--- config.mk ---
export PLATFORM = sky130hd
export DESIGN_NAME = mem_bus_arbiter
export DESIGN_NICKNAME = d
export VERILOG_FILES = /design/src/rtl/mem_bus_arbiter.sv
export SDC_FILE = /design/constraint.sdc
export NUM_CORES = 1
export LEC_CHECK = 0
export CORE_MARGIN = 2
export CORE_UTILIZATION = 30
export DETAILED_ROUTE_END_ITERATION = 6
export HOLD_SLACK_MARGIN = 0.15
export PLACE_DENSITY = 0.65
export SYNTH_ARGS = -nofsm -noshare
export SYNTH_HDL_FRONTEND = slang
export SYNTH_SLANG_ARGS = --single-unit
--- constraint.sdc ---
create_clock -name clk -period 1.6 [get_ports clk]
set_clock_uncertainty 0.05 [all_clocks]
set_input_delay 0.32 -clock clk [delete_from_list [all_inputs] [get_ports clk]]
set_output_delay 0.32 -clock clk [all_outputs]
set_load 0.02 [all_outputs]
--- src/rtl/mem_bus_arbiter.sv ---
// rtl/mem_bus_arbiter.sv - CPU/DMA memory bus arbiter with starvation limit and ROM write blocking
// One access in flight at a time, sequenced IDLE -> ISSUE -> RESP.
module mem_bus_arbiter #(
  parameter int                    ADDR_WIDTH   = 16,
  parameter int                    DATA_WIDTH   = 8,
  parameter logic [ADDR_WIDTH-1:0] ROM_BASE     = 16'hF000,
  parameter int                    STARVE_LIMIT = 4
) (
  input  logic                  clk,
  input  logic                  reset,
  input  logic                  cpu_req,
  input  logic                  cpu_we,
  input  logic [ADDR_WIDTH-1:0] cpu_addr,
  input  logic [DATA_WIDTH-1:0] cpu_wdata,
  output logic                  cpu_ack,
  output logic [DATA_WIDTH-1:0] cpu_rdata,
  input  logic                  dma_req,
  input  logic                  dma_we,
  input  logic [ADDR_WIDTH-1:0] dma_addr,
  input  logic [DATA_WIDTH-1:0] dma_wdata,
  output logic                  dma_ack,
  output logic [DATA_WIDTH-1:0] dma_rdata,
  output logic                  mem_en,
  output logic                  mem_we,
  output logic [ADDR_WIDTH-1:0] mem_addr,
  output logic [DATA_WIDTH-1:0] mem_wdata,
  input  logic [DATA_WIDTH-1:0] mem_rdata,
  output logic                  rom_wr_err,
  output logic                  grant_dma
);

  localparam logic [3:0] LIMIT = 4'(STARVE_LIMIT);

  typedef enum logic [1:0] {IDLE, ISSUE, RESP} state_t;

  state_t                state;
  state_t                state_nxt;
  logic [3:0]            starve_cnt;
  logic                  owner;
  logic                  lat_we;
  logic [ADDR_WIDTH-1:0] lat_addr;
  logic [DATA_WIDTH-1:0] lat_wdata;
  logic                  pick_dma;
  logic                  blocked;
  logic                  any_req;

  assign any_req  = cpu_req | dma_req;
  // DMA wins a tie only once the CPU has used up its run of consecutive grants.
  assign pick_dma = dma_req & (~cpu_req | (starve_cnt == LIMIT));
  assign blocked  = lat_we & (lat_addr >= ROM_BASE);
  assign grant_dma = owner;

  always_ff @(posedge clk) begin
    if (reset) begin
      state <= IDLE;
    end else begin
      state <= state_nxt;
    end
  end

  always_comb begin
    state_nxt = state;
    case (state)
      IDLE:    if (any_req) state_nxt = ISSUE;
      ISSUE:   state_nxt = RESP;
      RESP:    state_nxt = IDLE;
      default: state_nxt = IDLE;
    endcase
  end

  always_ff @(posedge clk) begin
    if (reset) begin
      starve_cnt <= '0;
      owner      <= 1'b0;
      lat_we     <= 1'b0;
      lat_addr   <= '0;
      lat_wdata  <= '0;
    end else if (state == IDLE && any_req) begin
      owner     <= pick_dma;
      lat_we    <= pick_dma ? dma_we    : cpu_we;
      lat_addr  <= pick_dma ? dma_addr  : cpu_addr;
      lat_wdata <= pick_dma ? dma_wdata : cpu_wdata;
      if (pick_dma || !dma_req) begin
        starve_cnt <= '0;
      end else if (starve_cnt != LIMIT) begin
        starve_cnt <= starve_cnt + 4'd1;
      end
    end
  end

  always_comb begin
    mem_en     = 1'b0;
    mem_we     = 1'b0;
    mem_addr   = '0;
    mem_wdata  = '0;
    cpu_ack    = 1'b0;
    cpu_rdata  = '0;
    dma_ack    = 1'b0;
    dma_rdata  = '0;
    rom_wr_err = 1'b0;
    case (state)
      ISSUE: begin
        mem_en    = ~blocked;
        mem_we    = lat_we & ~blocked;
        mem_addr  = lat_addr;
        mem_wdata = lat_wdata;
      end
      RESP: begin
        rom_wr_err = blocked;
        if (owner) begin
          dma_ack   = 1'b1;
          dma_rdata = lat_we ? '0 : mem_rdata;
        end else begin
          cpu_ack   = 1'b1;
          cpu_rdata = lat_we ? '0 : mem_rdata;
        end
      end
      default: ;
    endcase
  end

endmodule

# After elaboration in Yosys (flattened, before gate mapping)

Index checks and enable logic that the tools add are counted.

Register bits after elaboration: 32
Memory bits (read-only): 0
Bits of input ports: 62
Memory bits (writable): 0
Bits in latches: 0
Logic and storage cells: 47
Memories: 0
Output and inout bits: 46

Order comparisons: 1
Equality and inequality tests: 5
Add/subtract/negate cells: 1
Bitwise logic cells: 7
Divide/modulo/power cells: 0
Shifts and indexed selects: 0
Multiplexer cells: 21
Multiply operators: 0
Reduce and logical (&&, ||, !) cells: 6

Operators by type and width:

| kind                                                  | number |
|---|---|
| 2-to-1 mux 8 bit                                      | 7 |
| 2-to-1 mux 16 bit                                     | 2 |
| >= comparator 16 bit, second input constant           | 1 |
| 2-to-1 mux 1 bit                                      | 8 |
| 2-to-1 mux 4 bit                                      | 2 |
| adder 4 x 1 -> 4 bit, second input constant           | 1 |
| equality test 4 x 3 -> 1 bit, second input constant   | 1 |
| inequality test 4 x 3 -> 1 bit, second input constant | 1 |
| one-hot mux 2 bit (2 select lines)                    | 1 |
| bitwise AND 1 bit                                     | 3 |
| equality test 2 x 1 -> 1 bit, second input constant   | 1 |
| equality test 2 bit, second input constant            | 1 |
| zero test 2 bit                                       | 1 |
| 2-to-1 mux 2 bit                                      | 1 |
| inequality test 2 bit, second input constant          | 1 |
| NOT 1 bit                                             | 2 |
| bitwise OR 1 bit                                      | 2 |
| AND reduction 2 bit                                   | 1 |
| nonzero test 2 bit                                    | 1 |
| logical AND 1 bit                                     | 1 |
| zero test 1 bit                                       | 1 |
| logical OR 1 bit                                      | 1 |

# Longest topological paths before layout

Depth after elaboration: 6
Depth in mapped cells: 8
Depth with buffers taken out: 6

# Worst setup path after synthesis

OpenSTA, ideal clock, no wires.

Path type: reg-to-output
Start: register state[0]
End: output port mem_we
Arrival time: 1,225 ps
Data required time: 1,230 ps
Buffers on the path: 1
Slack: 5 ps
Stages on the path, launching flop included: 5
Cell sequence: dfxtp_1 > nor2b_1 > clkbuf_1 > nand2_1 > nor2_1

Longest elaborated chain between the ends: 2

RTL lines:

| item                         | RTL line | RTL |
|---|---|---|
| from (decl)                  | 36       | `state_t state;` |
| from (signal assigned)       | 57       | `state <= state_nxt;` |
| equality test 2 x 1 -> 1 bit | 101      | `case (state)` |
| 2-to-1 mux 1 bit             | 101      |  |
| to (decl)                    | 24       | `output logic mem_we,` |

No other way between the ends.

# Final worst setup path

Start: register state[0]
End: output port cpu_rdata[6]

Longest elaborated chain between the ends: 2

RTL lines:

| item                | RTL line | RTL |
|---|---|---|
| equality test 2 bit | 101      |  |
| 2-to-1 mux 8 bit    | 101      |  |
| to (decl)           | 16       | `output logic [DATA_WIDTH-1:0] cpu_rdata,` |

No other way between the ends.

==> impl_results.html <==
<table>
<tr><th>Metric</th><th>Value</th></tr>
<tr><th colspan="2">Yosys</th></tr>
<tr><td>Count of cell types in the netlist</td><td>31</td></tr>
<tr><td>Most instantiated flip-flop cell in the synthesis netlist</td><td>sky130_fd_sc_hd__dfxtp_1</td></tr>
<tr><td>Flops &amp; latches, synth</td><td>32</td></tr>
<tr><td>Mapped Cells</td><td>241</td></tr>
<tr><td>Register area share after synthesis</td><td>33.2%</td></tr>
<tr><td>Number of warning messages in the yosys log</td><td>0</td></tr>
<tr><td>Synth Area per Inst</td><td>8.00 sq um</td></tr>
<tr><td>Synth async-reset ratio</td><td>0%</td></tr>
<tr><td>Post-synth EDFFs</td><td>0</td></tr>
<tr><td>Syn Nets</td><td>305</td></tr>
<tr><td>Combined area of all synthesized cells</td><td>1930 sq um</td></tr>
<tr><th colspan="2">Final layout</th></tr>
<tr><td>Net total in the final layout</td><td>429</td></tr>
<tr><td>Diode insertion count for antenna repair</td><td>0</td></tr>
<tr><td>Share of final-layout standard cells stronger than drive strength 1</td><td>42.9%</td></tr>
<tr><td>Synth-to-layout area growth</td><td>90.5%</td></tr>
<tr><td>Layout fillers</td><td>579</td></tr>
<tr><th colspan="2">Drt</th></tr>
<tr><td>Per-cell routed wire length</td><td>14.7 microns</td></tr>
<tr><td>Total via count after detailed routing</td><td>2,160</td></tr>
<tr><td>Number of antenna-violating nets in the routed design</td><td>0</td></tr>
<tr><td>Total routed wirelength</td><td>6490 microns</td></tr>
<tr><td>DR pass1 iterations</td><td>4</td></tr>
<tr><td>Number of violations reported at the end of detailed-routing iteration 0</td><td>66</td></tr>
<tr><td># DRC</td><td>0</td></tr>
<tr><td>Via density per instance</td><td>4.88</td></tr>
<tr><th colspan="2">Setup path</th></tr>
<tr><td>Top fanout value on the critical path</td><td>5</td></tr>
<tr><td>Path type of the worst setup path</td><td>flip-flop to primary output</td></tr>
<tr><td>Reg2reg setup slack</td><td>0.09 ns</td></tr>
<tr><td>Startpoint type of the worst setup path</td><td>flip-flop</td></tr>
<tr><td>Endpoint of the most critical register-to-register path</td><td>lat_wdata[6]$_SDFFE_PP0P_</td></tr>
<tr><td>Required time worst endpoint</td><td>1.23 ns</td></tr>
<tr><td>Worst reg2reg startpoint</td><td>starve_cnt[0]$_SDFFE_PP0P_</td></tr>
<tr><td>Critical Path End Type</td><td>primary output</td></tr>
<tr><td>Library cell contributing the largest single delay on the critical path</td><td>sky130_fd_sc_hd__dfxtp_2</td></tr>
<tr><td>Worst Reg-to-Reg Cells</td><td>8</td></tr>
<tr><td>Crit-path cells</td><td>buf_6 &gt; nor2b_4 &gt; buf_12 &gt; nand2b_4 &gt; nor2_1 &gt; buf_4</td></tr>
<tr><td>Crit-path max cell delay</td><td>0.34 ns</td></tr>
<tr><td>Data arrival at the endpoint of the critical path</td><td>1.37 ns</td></tr>
<tr><th colspan="2">Clock network</th></tr>
<tr><td>Clock latency reported for the late side of the worst-skew pair</td><td>0.28 ns</td></tr>
<tr><td>Maximum level of the CTS H-tree</td><td>2</td></tr>
<tr><td>Root buf cell</td><td>sky130_fd_sc_hd__clkbuf_8</td></tr>
<tr><td>Number of buffers between clock root and the deepest sink</td><td>2</td></tr>
<tr><td>Num Clock Sinks</td><td>32</td></tr>
<tr><td>Register clock-pin slew on the reported worst setup and hold paths</td><td>0.07 ns</td></tr>
<tr><td>Clock tree from TritonCTS</td><td>yes</td></tr>
<tr><td>Num CTS Buffers</td><td>5</td></tr>
<tr><th colspan="2">Min path</th></tr>
<tr><td>Hold Path Origin</td><td>reset</td></tr>
<tr><td>Number of cells on the worst hold path</td><td>2</td></tr>
<tr><td>HP Class</td><td>primary input to flip-flop</td></tr>
<tr><td>Endpoint of the worst hold-timing path</td><td>starve_cnt[1]$_SDFFE_PP0P_</td></tr>
<tr><th colspan="2">Pwr</th></tr>
<tr><td>Maximum ir drop on the vdd rail</td><td>0.361 mV</td></tr>
<tr><td>Static Leakage</td><td>1.54 nW</td></tr>
<tr><td>Power, Total</td><td>2.69 mW</td></tr>
<tr><td>Power density over the cells</td><td>734 nW/um^2</td></tr>
<tr><th colspan="2">Timing</th></tr>
<tr><td>Time the final worst path needs with I/O delays and setup</td><td>1.74 ns</td></tr>
<tr><td>Final Hold Violating Endpoints</td><td>0</td></tr>
<tr><td>Final cycle utilization of the critical path</td><td>108%</td></tr>
<tr><td>Setup violations, final</td><td>45</td></tr>
<tr><td>Actual slew at the worst max-slew pin</td><td>0.387 ns</td></tr>
<tr><td>Max Slew Vio Count</td><td>0</td></tr>
<tr><td>Setup repair after global routing missed its margin</td><td>yes</td></tr>
<tr><td>Minimum setup slack in the final design</td><td>-0.136 ns</td></tr>
<tr><td>Maximum frequency from static timing analysis</td><td>576 MHz</td></tr>
<tr><td>Final sum of negative setup slack</td><td>-2.83 ns</td></tr>
<tr><td>Worst-case headroom to the max-slew limit</td><td>74.2%</td></tr>
<tr><th colspan="2">Floorplanning</th></tr>
<tr><td>Initial Utilization</td><td>30.7%</td></tr>
<tr><td>Overall die area</td><td>7080 sq um</td></tr>
<tr><td>Width of the chip</td><td>84.2 microns</td></tr>
<tr><td>Overall die height</td><td>84.2 microns</td></tr>
<tr><td>Top Ports</td><td>108</td></tr>
<tr><td>Area of the core</td><td>6280 sq um</td></tr>
<tr><td>Number of placement rows</td><td>29</td></tr>
<tr><th colspan="2">GRT</th></tr>
<tr><td>Global route overflow</td><td>0</td></tr>
<tr><td>Largest net degree at the start of global routing</td><td>22</td></tr>
<tr><td>First-pass GRT wire length</td><td>10,200 microns</td></tr>
<tr><td>Combined global-route utilization of all metal layers</td><td>18.0%</td></tr>
<tr><td>Initial antenna violation count</td><td>0</td></tr>
<tr><td>Number of global-route vias before repair</td><td>2,145</td></tr>
<tr><th colspan="2">Place</th></tr>
<tr><td>Count of port buffers added during placement</td><td>107</td></tr>
<tr><td>Dpl hpwl</td><td>4360 microns</td></tr>
<tr><td>Weighted congestion at the end of routability-driven global placement</td><td>0.811</td></tr>
<tr><th colspan="2">Job</th></tr>
<tr><td>Number of violations of the max-capacitance limit</td><td>0</td></tr>
<tr><th colspan="2">Outcome</th></tr>
<tr><td>Result of the run</td><td>finished, violations left</td></tr>
<tr><td>Violations in the final reports</td><td>negative setup slack</td></tr>
</table>
layer usage:
| layer | vias up | routed length (microns) | GRT usage (%) |
|---|---|---|---|
| met5 | - | 0 | 0 |
| met4 | 0 | 56 | 5.72 |
| met3 | 4 | 438 | 4.33 |
| met2 | 87 | 3220 | 31.7 |
| met1 | 1003 | 2780 | 21.4 |
| li1 | 1066 | - | - |
registers in the layout, summed over array words and instances, names as in the netlist:
name and flops:
grant_dma 1, starve_cnt 4, lat_wdata 8, lat_addr 16
lat_we 1, state 2
power by group:
group	leakage [nW]	total [mW]	internal, mW	switching [mW]
combinational	1.21	0.915	0.498	0.417
clock	0.0645	0.853	0.549	0.304
sequential	0.266	0.927	0.878	0.0492
layout by cell type, fill, tap and decap left out, types with 2 or more instances in the layout:
cell	netlist	final
sky130_fd_sc_hd__nor2_2	1	11
sky130_fd_sc_hd__buf_4	2	17
sky130_fd_sc_hd__nor2b_4	0	2
sky130_fd_sc_hd__a211oi_2	19	20
sky130_fd_sc_hd__dfxtp_1	32	29
sky130_fd_sc_hd__and2_4	0	20
sky130_fd_sc_hd__and2_1	24	4
sky130_fd_sc_hd__a21oi_1	25	25
sky130_fd_sc_hd__clkdlybuf4s50_1	0	59
sky130_fd_sc_hd__dfxtp_2	0	3
sky130_fd_sc_hd__nand2_1	32	31
sky130_fd_sc_hd__buf_12	0	9
sky130_fd_sc_hd__nand3_1	5	5
sky130_fd_sc_hd__nor2_4	0	5
sky130_fd_sc_hd__clkbuf_16	0	2
sky130_fd_sc_hd__inv_1	4	3
sky130_fd_sc_hd__nand2b_4	0	2
sky130_fd_sc_hd__nand2b_1	10	9
sky130_fd_sc_hd__buf_6	6	44
sky130_fd_sc_hd__a211oi_1	6	5
sky130_fd_sc_hd__a21oi_2	3	3
sky130_fd_sc_hd__nor2_1	44	29
sky130_fd_sc_hd__clkbuf_8	2	7
sky130_fd_sc_hd__a31oi_1	2	2
area by class of cell:
| cell class | count | area (sq um) | area share (%) |
|---|---|---|---|
| sequential | 32 | 644 | 17.5 |
| inverter | 4 | 15.0 | 0.409 |
| multi-input combinational | 188 | 1320 | 35.9 |
| timing repair buffer | 134 | 1470 | 40.0 |
| clock inverter | 1 | 30.0 | 0.818 |
| tap | 77 | 96.3 | 2.62 |
| clock buffer | 7 | 96.3 | 2.62 |
synth_stat cells, types with 2 or more instances:
cell,count,share of area (%)
sky130_fd_sc_hd__a211oi_1,6,2.3
sky130_fd_sc_hd__ha_1,2,1.3
sky130_fd_sc_hd__buf_4,2,0.78
sky130_fd_sc_hd__clkbuf_8,2,1.4
sky130_fd_sc_hd__nor2_1,44,8.6
sky130_fd_sc_hd__nand2b_1,10,3.2
sky130_fd_sc_hd__nor2b_1,3,0.97
sky130_fd_sc_hd__inv_1,4,0.78
sky130_fd_sc_hd__a211oi_2,19,12
sky130_fd_sc_hd__and2_1,24,7.8
sky130_fd_sc_hd__clkbuf_1,5,0.97
sky130_fd_sc_hd__nand2_1,32,6.2
sky130_fd_sc_hd__dfxtp_1,32,33
sky130_fd_sc_hd__a21oi_2,3,1.4
sky130_fd_sc_hd__nand3_1,5,1.3
sky130_fd_sc_hd__a31oi_1,2,0.65
sky130_fd_sc_hd__buf_2,3,0.78
sky130_fd_sc_hd__a21oi_1,25,6.5
sky130_fd_sc_hd__buf_6,6,3.5
logic make-up after synthesis:
group                      after synthesis  synth area share [%]
AOI/OAI and AO/OA                       61                  26.2
DFF                                     32                  33.2
adders and majority gates                2                  1.30
buffers and inverters                   22                  8.24
and+or+nand+nor                        124                  31.1
how the worst max path moves through the flow:
| stage | from | endpoint | slack (ns) |
|---|---|---|---|
| floorplan | state[0]$_SDFFE_PP0P_ | mem_we | 0.005 |
| global placement | state[1]$_SDFFE_PP0P_ | cpu_rdata[7] | -0.38 |
| detailed placement | state[1]$_SDFFE_PP0P_ | cpu_rdata[7] | -0.40 |
| CTS | state[0]$_SDFFE_PP0P_ | cpu_rdata[7] | -0.12 |
| global route | state[0]$_SDFFE_PP0P_ | cpu_rdata[2] | -0.21 |
| finish | state[0]$_SDFFE_PP0P_ | cpu_rdata[6] | -0.14 |
stage by stage:
stage               setup slack, ns  utilization, %  cells  cell area [sq um]  hold slack [ns]
CTS                          -0.122            53.1    440               3330            0.395
global placement             -0.384            50.8    427               3190            0.436
global route                 -0.215            58.5    443               3670            0.424
finish                       -0.136            58.5    443               3670            0.402
detailed placement           -0.402            50.8    427               3190            0.446
floorplan                   0.00489               -    241               1930            0.342
worst max-delay path: cells and delay by family, from the launching register on:
family,cells,cell delay [ns]
buffers and inverters,3,0.41
flip-flops,1,0.34
AND/OR/NAND/NOR,3,0.34
repair_timing:
action	in CTS	in global routing
gates resized for setup	249	85
buffers inserted	4	2
setup endpoints to repair	46	66
cloned	1	3
pin swaps	2	16
hold buffers	0	0
(Power assumes the default switching activity.)
